[config.mk]
export PLATFORM = sky130hd
export DESIGN_NAME = match_event_monitor
export DESIGN_NICKNAME = d
export VERILOG_FILES = /design/src/rtl/match_event_monitor.sv
export SDC_FILE = /design/constraint.sdc
export NUM_CORES = 1
export LEC_CHECK = 0
export BUFFER_PORTS_ARGS = -buffer_cell sky130_fd_sc_hd__buf_2
export CORE_MARGIN = 3
export CORE_UTILIZATION = 52
export CTS_CLUSTER_SIZE = 14
export DETAILED_ROUTE_END_ITERATION = 10
export HOLD_SLACK_MARGIN = 0.02
export PLACE_DENSITY = 0.76
export SYNTH_ARGS = -nofsm -noshare
export SYNTH_HDL_FRONTEND = slang
export SYNTH_SLANG_ARGS = --single-unit
[constraint.sdc]
create_clock -name clock -period 4.8 [get_ports clock]
set_clock_uncertainty 0.2 [all_clocks]
set_input_delay 0.24 -clock clock [delete_from_list [all_inputs] [get_ports clock]]
set_output_delay 0.24 -clock clock [all_outputs]
set_load 0.1 [all_outputs]
[src/rtl/match_event_monitor.sv]
// Match event monitor: saturating total match count plus a windowed match counter
// that raises a sticky alarm when the in-window count reaches a threshold.
module match_event_monitor #(
    parameter int unsigned CNT_W = 8,
    parameter int unsigned WIN_W = 8
) (
    input  logic             clock,
    input  logic             reset,
    input  logic             F,
    input  logic             enable,
    input  logic [WIN_W-1:0] window_len,
    input  logic [CNT_W-1:0] threshold,
    input  logic             ack,
    input  logic             clr_total,
    output logic [CNT_W-1:0] total_count,
    output logic [CNT_W-1:0] win_count,
    output logic             alarm,
    output logic             busy
);

    typedef enum logic [1:0] {
        StIdle   = 2'd0,
        StWindow = 2'd1,
        StAlarm  = 2'd2
    } state_e;

    localparam logic [CNT_W-1:0] CntMax = '1;
    localparam logic [CNT_W-1:0] CntOne = CNT_W'(1);
    localparam logic [WIN_W-1:0] WinOne = WIN_W'(1);

    state_e           state_q, state_d;
    logic [CNT_W-1:0] total_q, total_d;
    logic [CNT_W-1:0] win_q, win_d;
    logic [WIN_W-1:0] timer_q, timer_d;

    logic             trig;
    logic [CNT_W-1:0] thr_eff;
    logic [CNT_W:0]   win_sum;
    logic [CNT_W-1:0] win_inc;
    logic             reach;

    assign trig    = enable & F;
    assign thr_eff = (threshold == '0) ? CntOne : threshold;
    // One extra bit so the threshold compare and saturation see the carry.
    assign win_sum = {1'b0, win_q} + {{CNT_W{1'b0}}, F};
    assign win_inc = win_sum[CNT_W] ? CntMax : win_sum[CNT_W-1:0];
    assign reach   = win_sum >= {1'b0, thr_eff};

    always_comb begin
        total_d = total_q;
        if (clr_total) begin
            total_d = '0;
        end else if (trig && (total_q != CntMax)) begin
            total_d = total_q + CntOne;
        end
    end

    always_comb begin
        state_d = state_q;
        win_d   = win_q;
        timer_d = timer_q;
        case (state_q)
            StIdle: begin
                win_d = '0;
                if (trig) begin
                    if (thr_eff == CntOne) begin
                        state_d = StAlarm;
                        win_d   = CntOne;
                    end else if (window_len > WinOne) begin
                        state_d = StWindow;
                        win_d   = CntOne;
                        timer_d = window_len - WinOne;
                    end
                end
            end
            StWindow: begin
                if (!enable) begin
                    state_d = StIdle;
                    win_d   = '0;
                end else if (reach) begin
                    state_d = StAlarm;
                    win_d   = win_inc;
                end else if (timer_q == WinOne) begin
                    // Final-cycle match below threshold is dropped with the window.
                    state_d = StIdle;
                    win_d   = '0;
                end else begin
                    timer_d = timer_q - WinOne;
                    win_d   = win_inc;
                end
            end
            StAlarm: begin
                if (ack) begin
                    state_d = StIdle;
                    win_d   = '0;
                end
            end
            default: begin
                state_d = StIdle;
                win_d   = '0;
            end
        endcase
    end

    always_ff @(posedge clock or negedge reset) begin
        if (!reset) begin
            state_q <= StIdle;
            total_q <= '0;
            win_q   <= '0;
            timer_q <= '0;
        end else begin
            state_q <= state_d;
            total_q <= total_d;
            win_q   <= win_d;
            timer_q <= timer_d;
        end
    end

    assign total_count = total_q;
    assign win_count   = win_q;
    assign alarm       = (state_q == StAlarm);
    assign busy        = (state_q != StIdle);

endmodule

==> results of run 1 <==
==> registers in the layout (all words and copies together), names as in the netlist <==
| signal | flops |
|---|---|
| total_count | 8 |
| win_count | 8 |
| timer_q | 8 |
| state_q | 2 |
==> critical path: stages (launching register included) <==
cell     delay [ns]
dfrtp_1        0.37
ha_1           0.18
nand3_1        0.15
or3_1          0.43
nor2_1         0.16
xor2_1         0.19
ha_1           0.26
and3_1         0.20
a221o_1        0.36
nor2_4         0.17
a31o_4         0.28
o21ai_1        0.09
a22o_1         0.26
==> per-layer routing <==
layer,vias to the layer above,GRT usage [%]
met4,0,6.08
met2,39,32.9
met1,772,26.1
met5,-,0
met3,9,2.36
li1,880,-
==> through the flow <==
stage / utilization, % / cells / hold slack, ns / power, mW / instance area, µm²
floorplan: - / 228 / -0.256 / 0.396 / 1930
global placement: 62.0 / 307 / 0.0792 / 0.436 / 2150
detailed placement: 62.0 / 307 / 0.0841 / 0.438 / 2150
CTS: 64.7 / 313 / 0.105 / 0.620 / 2240
global route: 64.7 / 313 / 0.113 / 0.657 / 2240
finish: 64.7 / 313 / 0.117 / 0.615 / 2240
==> path summary, 6_finish.rpt <==
kind,end,cells after the start,slack (ns)
worst max-delay path,timer_q[0]$_DFFE_PN0P_,12,1.38
worst min register to register,win_count[0]$_DFFE_PN0N_,2,0.33
worst max register to register,timer_q[0]$_DFFE_PN0P_,12,1.38
max in group asynchronous,win_count[6]$_DFFE_PN0N_,2,3.70
worst min-delay path,total_count[2]$_DFFE_PN0P_,3,0.12
min in group asynchronous,total_count[1]$_DFFE_PN0P_,2,0.31
==> where the power goes <==
group	switching (mW)	leakage, nW	internal (mW)
registers	0.0289	0.338	0.247
clock network	0.0688	0.0357	0.112
logic	0.0995	0.737	0.0591
==> logic make-up (layout without fill, tap and decap cells) <==
kind of cell             count (synthesis)  after routing  synth area share [%]
flip-flops                              26             26                  33.7
AND/OR/NAND/NOR                         92             92                  25.2
AO/OA/AOI/OAI                           60             60                  20.1
multiplexers                             1              1                 0.518
buffers and inverters                   20             59                  4.40
XOR/XNOR                                14             14                  6.35
adder cells (fa/ha/maj)                 15             15                  9.72
==> what timing repair did <==
item | 4_1_cts | 5_1_grt
setup endpoints to repair | 0 | 0
hold buffers | 2 | 0
gates resized for setup | 0 | 0
endpoints found under the hold margin | 27 | 0
==> cell usage after synthesis (3+ instances only) <==
| cell type | number | area (µm²) |
|---|---|---|
| or3_1 | 8 | 50.1 |
| ha_1 | 15 | 188 |
| nor2_1 | 19 | 71.3 |
| o22ai_1 | 4 | 25.0 |
| inv_1 | 14 | 52.6 |
| and3_1 | 3 | 18.8 |
| dfrtp_1 | 26 | 651 |
| nand3_1 | 6 | 30.0 |
| xor2_1 | 7 | 61.3 |
| o21ai_0 | 14 | 70.1 |
| nand4_1 | 4 | 25.0 |
| nor2b_1 | 5 | 31.3 |
| xnor2_1 | 7 | 61.3 |
| nand2b_1 | 7 | 43.8 |
| a21o_1 | 4 | 30.0 |
| nand2_1 | 28 | 105 |
| a21oi_1 | 25 | 125 |
==> cell type report <==
cell class	instances	area, µm²	share of cell area (%)
Sequential cell	26	651	29.0
Tap cell	46	57.6	2.57
Clock inverter	1	30.0	1.34
Inverter	14	52.6	2.34
Clock buffer	3	41.3	1.84
Timing Repair Buffer	41	215	9.59
Multi-Input combinational cell	182	1200	53.3
==> key figures, run 1 <==
Setup path
  – WS Path Type: reg2reg
  – Reg2reg start: win_count[0]$_DFFE_PN0N_
  – Critical Path Fanout Max: 17
  – Critical path arrival: approximately 3.4 ns
  – Setup crit start kind: register
  – Worst Setup SP: win_count[0]$_DFFE_PN0N_
  – Worst EP required: around 4.8 ns
  – CP Capture Type: register

Synth
  – Register area share after synthesis: 33.7%
  – Synth Instances: between 200 and 250
  – Syn nets: approximately 270
  – Synthesized area: 0.00193 mm²
  – Number of synthesis warnings: 0
  – Primary FF master, synth: dfrtp_1
  – EDFF count, synth: 0
  – Yosys reg bits: 26
  – FFs w/ async S/R, synth: 100%
  – Syn Area/Cell: 8.47 µm²
  – Netlist cell types: between 40 and 50

Clocking
  – Clock-pin transition on the worst setup and hold timing paths: 0.09 ns
  – Num CTS Buffers: 3
  – Num Clock Sinks: 26
  – Root Driver: clkbuf_8
  – H-tree lvl count: 1
  – Clk Latency, worst-skew pair: between 0.2 and 0.3 ns
  – Setup bufs post-CTS: 0
  – TritonCTS clock tree: yes
  – Clk buf depth: 2

Floorplanning
  – Core area: 0.00347 mm²
  – I/O Pins: 40
  – Die area: 0.00448 mm²
  – Core Rows: 21
  – Die Span Y: ~67 µm
  – Initial Utilization: 55.7%
  – Die width: roughly 67 µm

Route
  – Avg WL per Cell: 12.9 µm
  – Drt pass-1 iters: 4
  – Drt total wl: ~4000 µm
  – Via density per instance: around 5.4
  – DR WL met2: approximately 1900 µm
  – Top Layer Used: met4
  – Routed length on met3: 154 µm
  – Antenna viol nets, final: 0
  – Initial DRC Count: between 70 and 80
  – Vias: 1700
  – Post-Route M1 WL: roughly 2000 µm
  – Residual DRC count: 0

Place
  – Worst slack at placement: 1.42 ns
  – Routability cong.: about 0.83
  – Post-DP HPWL: ~3100 µm
  – I/O Buffers: 39

Flow run
  – Number of max-cap violations: 0

GRT
  – Total global routing overflow: 0
  – Total GRT Usage: roughly a fifth
  – Largest net degree at the start of global routing: 27
  – Vias in the first global route: ~1.5k
  – Initial antenna violation count: 0
  – First-pass GRT wire length: between 6000 and 7000 µm

Layout
  – Area growth from synthesis to layout: 16.1%
  – Final net count: between 300 and 400
  – Commonest non-fill, non-tap cell in the layout: buf_2
  – Filler instances: 320
  – Share of layout cells above drive strength 1: between 10% and 20%
  – Commonest cells after routing, fill and taps aside: buf_2 (39), nand2_1 (28), dfrtp_1 (26)
  – Inserted Diodes: 0

Timing
  – Worst slew pin tran: roughly 1.2 ns
  – Fmax: 0.292 GHz
  – Final WS setup: 1.38 ns
  – Endpoints failing hold: 0
  – Setup TNS: 0 ns
  – Minimum clock period: 3.42 ns
  – Final Max Slew Viols: 0
  – Slew headroom: 21.7%
  – Final setup viols: 0
  – RSZ-0062 raised after global routing: no
  – Tcrit/Tclk final: a little under three quarters

Pwr
  – Power Dens Cells: about 270 mW/mm²
  – P_leak: between 1 and 1.5 nW
  – Worst VDD drop: between 0.1 and 0.15 mV

Run status
  – Outcome: completed

Min path
  – Hold Path Origin: enable
  – Min-Delay Path Class: in2reg
(Power assumes the default switching activity.)
==> run 2, diff against run 1 <==
--- a/config.mk
+++ b/config.mk
@@ -5,6 +5,7 @@
 export SDC_FILE = /design/constraint.sdc
 export NUM_CORES = 1
 export LEC_CHECK = 0
+export ABC_AREA = 1
 export BUFFER_PORTS_ARGS = -buffer_cell sky130_fd_sc_hd__buf_2
 export CORE_MARGIN = 3
 export CORE_UTILIZATION = 52
==> constraint.sdc (replaced) <==
create_clock -name clock -period 3.5 [get_ports clock]
set_clock_uncertainty 0.2 [all_clocks]
set_input_delay 0.175 -clock clock [delete_from_list [all_inputs] [get_ports clock]]
set_output_delay 0.175 -clock clock [all_outputs]
set_load 0.1 [all_outputs]
==> run 2 against run 1 <==
Net effect: setup slack got worse by 0.70 ns; combinational power grew 120%; clock power grew 41%; non-clock buffer count did not move; critical endpoint is now win_count[5]$_DFFE_PN0N_; critical path type unchanged; sequential share of layout area down 2.5 points; utilization is 0.091 points lower; die area rose by 9.2%.
==> key figures, run 2 <==
Layout
  – Inserted Diodes: 0
  – Commonest cells after routing, fill and taps aside: nand2_1 (75), inv_1 (51), buf_2 (39)
  – Filler instances: ~350
  – Final net count: about 380
  – Area growth from synthesis to layout: 15.4%
  – Area of the multi-input gates: around 0.0012 mm²
  – Reg area: around 650 µm²
  – Commonest non-fill, non-tap cell in the layout: nand2_1
  – Share of layout cells above drive strength 1: 20.3%

Clocking
  – Cts hold-fix bufs: 2
  – Num CTS Buffers: 3
  – Setup bufs post-CTS: 0
  – Clk buf depth: 2
  – Clk Latency, worst-skew pair: 0.27 ns
  – Num Clock Sinks: 26
  – TritonCTS clock tree: yes
  – Post-cts sizing count: 0
  – Root Driver: clkbuf_8
  – Clock-pin transition on the worst setup and hold timing paths: ~0.09 ns
  – H-tree lvl count: 1

Pwr
  – Switching pwr: 363 µW
  – Worst VDD drop: between 0.3 and 0.4 mV
  – P_leak: around 1.4 nW
  – Internal Pwr Total: 612 µW
  – Reg power frac: between 30% and 40%
  – Power Dens Cells: between 300 and 400 mW/mm²
  – Clock network power share: between 20% and 30%
  – Switching Share: 37.2%
  – Comb pwr share: 35.2%

Floorplanning
  – Initial Utilization: between 50% and 60%
  – Die area: ~0.0049 mm²
  – I/O Pins: 40
  – Die width: 70.0 µm
  – Core Rows: 22
  – Core area: 0.00380 mm²
  – Die Span Y: 70.0 µm

Place
  – Post-DP HPWL: around 3700 µm
  – Worst slack at placement: 0.702 ns
  – Routability cong.: 0.834
  – I/O Buffers: 39

Min path
  – Min-Delay Path Class: in2reg
  – Hold EP: win_count[2]$_DFFE_PN0N_
  – Cell count of the worst hold path: 4
  – Hold Path Origin: ack

Timing
  – Final setup viols: 0
  – Slew headroom: roughly three fifths
  – Final Max Slew Viols: 0
  – Setup TNS: 0 ns
  – Minimum clock period: approximately 2.8 ns
  – RSZ-0062 raised after global routing: no
  – Worst slew pin tran: a little under 0.6 ns
  – Fmax: ~0.35 GHz
  – Endpoints failing hold: 0
  – Tcrit/Tclk final: ~81%
  – Final WS setup: about 0.68 ns

Synth
  – Synthesized area: roughly 0.0021 mm²
  – Most instantiated library cell after synthesis: nand2_1
  – Syn nets: between 300 and 400
  – Netlist cell types: 32
  – Area leader, netlist: dfrtp_1
  – Synth Instances: 300
  – Syn Area/Cell: between 7 and 8 µm²
  – Synth top cells by count: nand2_1 (75), inv_1 (51), nand3_1 (35), dfrtp_1 (26), nor2_1 (22)
  – Yosys top cell area share: a little under a third
  – Yosys reg bits: 26
  – Register area share after synthesis: 30.6%
  – FFs w/ async S/R, synth: 100%
  – Number of synthesis warnings: 0
  – Top cells by area, synth: dfrtp_1 (31%), nand2_1 (13%), inv_1 (9.0%)
  – EDFF count, synth: 0
  – Primary FF master, synth: dfrtp_1

Setup path
  – Worst r2r dst: win_count[5]$_DFFE_PN0N_
  – R2R depth: 19
  – Critical Path Fanout Max: 8
  – CP Capture Type: register
  – Worst EP required: ~3.5 ns
  – Setup crit start kind: register
  – Reg2reg start: win_count[0]$_DFFE_PN0N_
  – WS Path Type: reg2reg
  – R2R Setup Slk: roughly 0.7 ns
  – Critical path arrival: between 2 and 3 ns

GRT
  – Total GRT Usage: roughly a fifth
  – Largest net degree at the start of global routing: 27
  – First-pass GRT wire length: 7880 µm
  – Initial antenna violation count: 0
  – Vias in the first global route: ~1.8k
  – Total global routing overflow: 0

Run status
  – Outcome: completed

Route
  – Drt pass-1 iters: 4
  – Initial DRC Count: 79
  – Via density per instance: 5.06
  – Vias: 1985
  – Antenna viol nets, final: 0
  – Residual DRC count: 0
  – Avg WL per Cell: roughly 12 µm
  – Drt total wl: ~4600 µm

Flow run
  – Number of max-cap violations: 0
[run 2: cells by family (layout without fill, tap and decap cells)]
| family | Yosys count | count (layout) | synth area share, % |
|---|---|---|---|
| buffers and inverters | 55 | 99 | 10.7 |
| AO/OA/AOI/OAI | 43 | 43 | 13.1 |
| adder cells (fa/ha/maj) | 15 | 15 | 8.82 |
| XOR/XNOR | 6 | 6 | 2.47 |
| AND/OR/NAND/NOR | 155 | 155 | 34.4 |
| flip-flops | 26 | 26 | 30.6 |
[run 2: worst max-delay path by stage]
stage / from / endpoint / slack, ns / cells past startpoint
3_5_place_dp: win_count[0]$_DFFE_PN0N_ / win_count[5]$_DFFE_PN0N_ / 0.70 / 19
4_1_cts: win_count[0]$_DFFE_PN0N_ / win_count[5]$_DFFE_PN0N_ / 0.68 / 19
3_3_place_gp: win_count[0]$_DFFE_PN0N_ / win_count[4]$_DFFE_PN0N_ / 0.75 / 19
2_1_floorplan: win_count[0]$_DFFE_PN0N_ / win_count[0]$_DFFE_PN0N_ / 0.20 / 18
6_report: win_count[0]$_DFFE_PN0N_ / win_count[5]$_DFFE_PN0N_ / 0.68 / 19
5_1_grt: win_count[0]$_DFFE_PN0N_ / win_count[7]$_DFFE_PN0N_ / 0.45 / 19
[run 2: power by group through the flow]
stage,sequential (mW),clock (mW),combinational [mW]
2_1_floorplan,0.401,0,0.252
3_3_place_gp,0.383,0,0.335
3_5_place_dp,0.383,0,0.340
4_1_cts,0.378,0.256,0.345
5_1_grt,0.386,0.262,0.388
6_report,0.379,0.253,0.344
[run 2: worst max-delay path, cell delays in order, from the launching register on]
cell and delay, ns:
dfrtp_1 0.40, ha_1 0.20, ha_1 0.19, nand2_1 0.08
inv_2 0.05, nand2_4 0.09, nand2_1 0.06, inv_1 0.06
nor2_1 0.04, ha_1 0.30, nand2_1 0.09, inv_1 0.04
nand2_1 0.06, nand3_1 0.09, nand2_1 0.07, nand2_1 0.04
nand2_1 0.12, nand3_1 0.28, nand3_1 0.14, o21ai_0 0.10
[run 2: layer usage]
metal / global-route usage [%] / vias up / wire length [µm]
met3: 1.73 / 2 / 118
met2: 34.5 / 26 / 2330
met4: 3.83 / 0 / 17
met5: 0 / - / 0
li1: - / 1049 / -
met1: 25.4 / 908 / 2170
[run 2: stage by stage]
step | util, % | hold slack (ns) | total power, mW | std cells | area, µm²
6_report | 64.6 | 0.0193 | 0.975 | 392 | 2450
5_1_grt | 64.6 | 0.0309 | 1.04 | 392 | 2450
3_3_place_gp | 62.2 | 0.0165 | 0.717 | 386 | 2360
4_1_cts | 64.6 | 0.0243 | 0.980 | 392 | 2450
3_5_place_dp | 62.2 | 0.0169 | 0.724 | 386 | 2360
2_1_floorplan | - | -0.321 | 0.654 | 300 | 2130
[run 2: layout make-up]
cell class              instances  share of cell area [%]
flip-flops and latches         26                    26.5
repair buffers                 41                    8.77
clock buffers                   3                    1.68
clock inverters                 1                    1.22
well taps                      48                    2.45
multi-input cells             219                    50.9
inverters                      54                    8.47
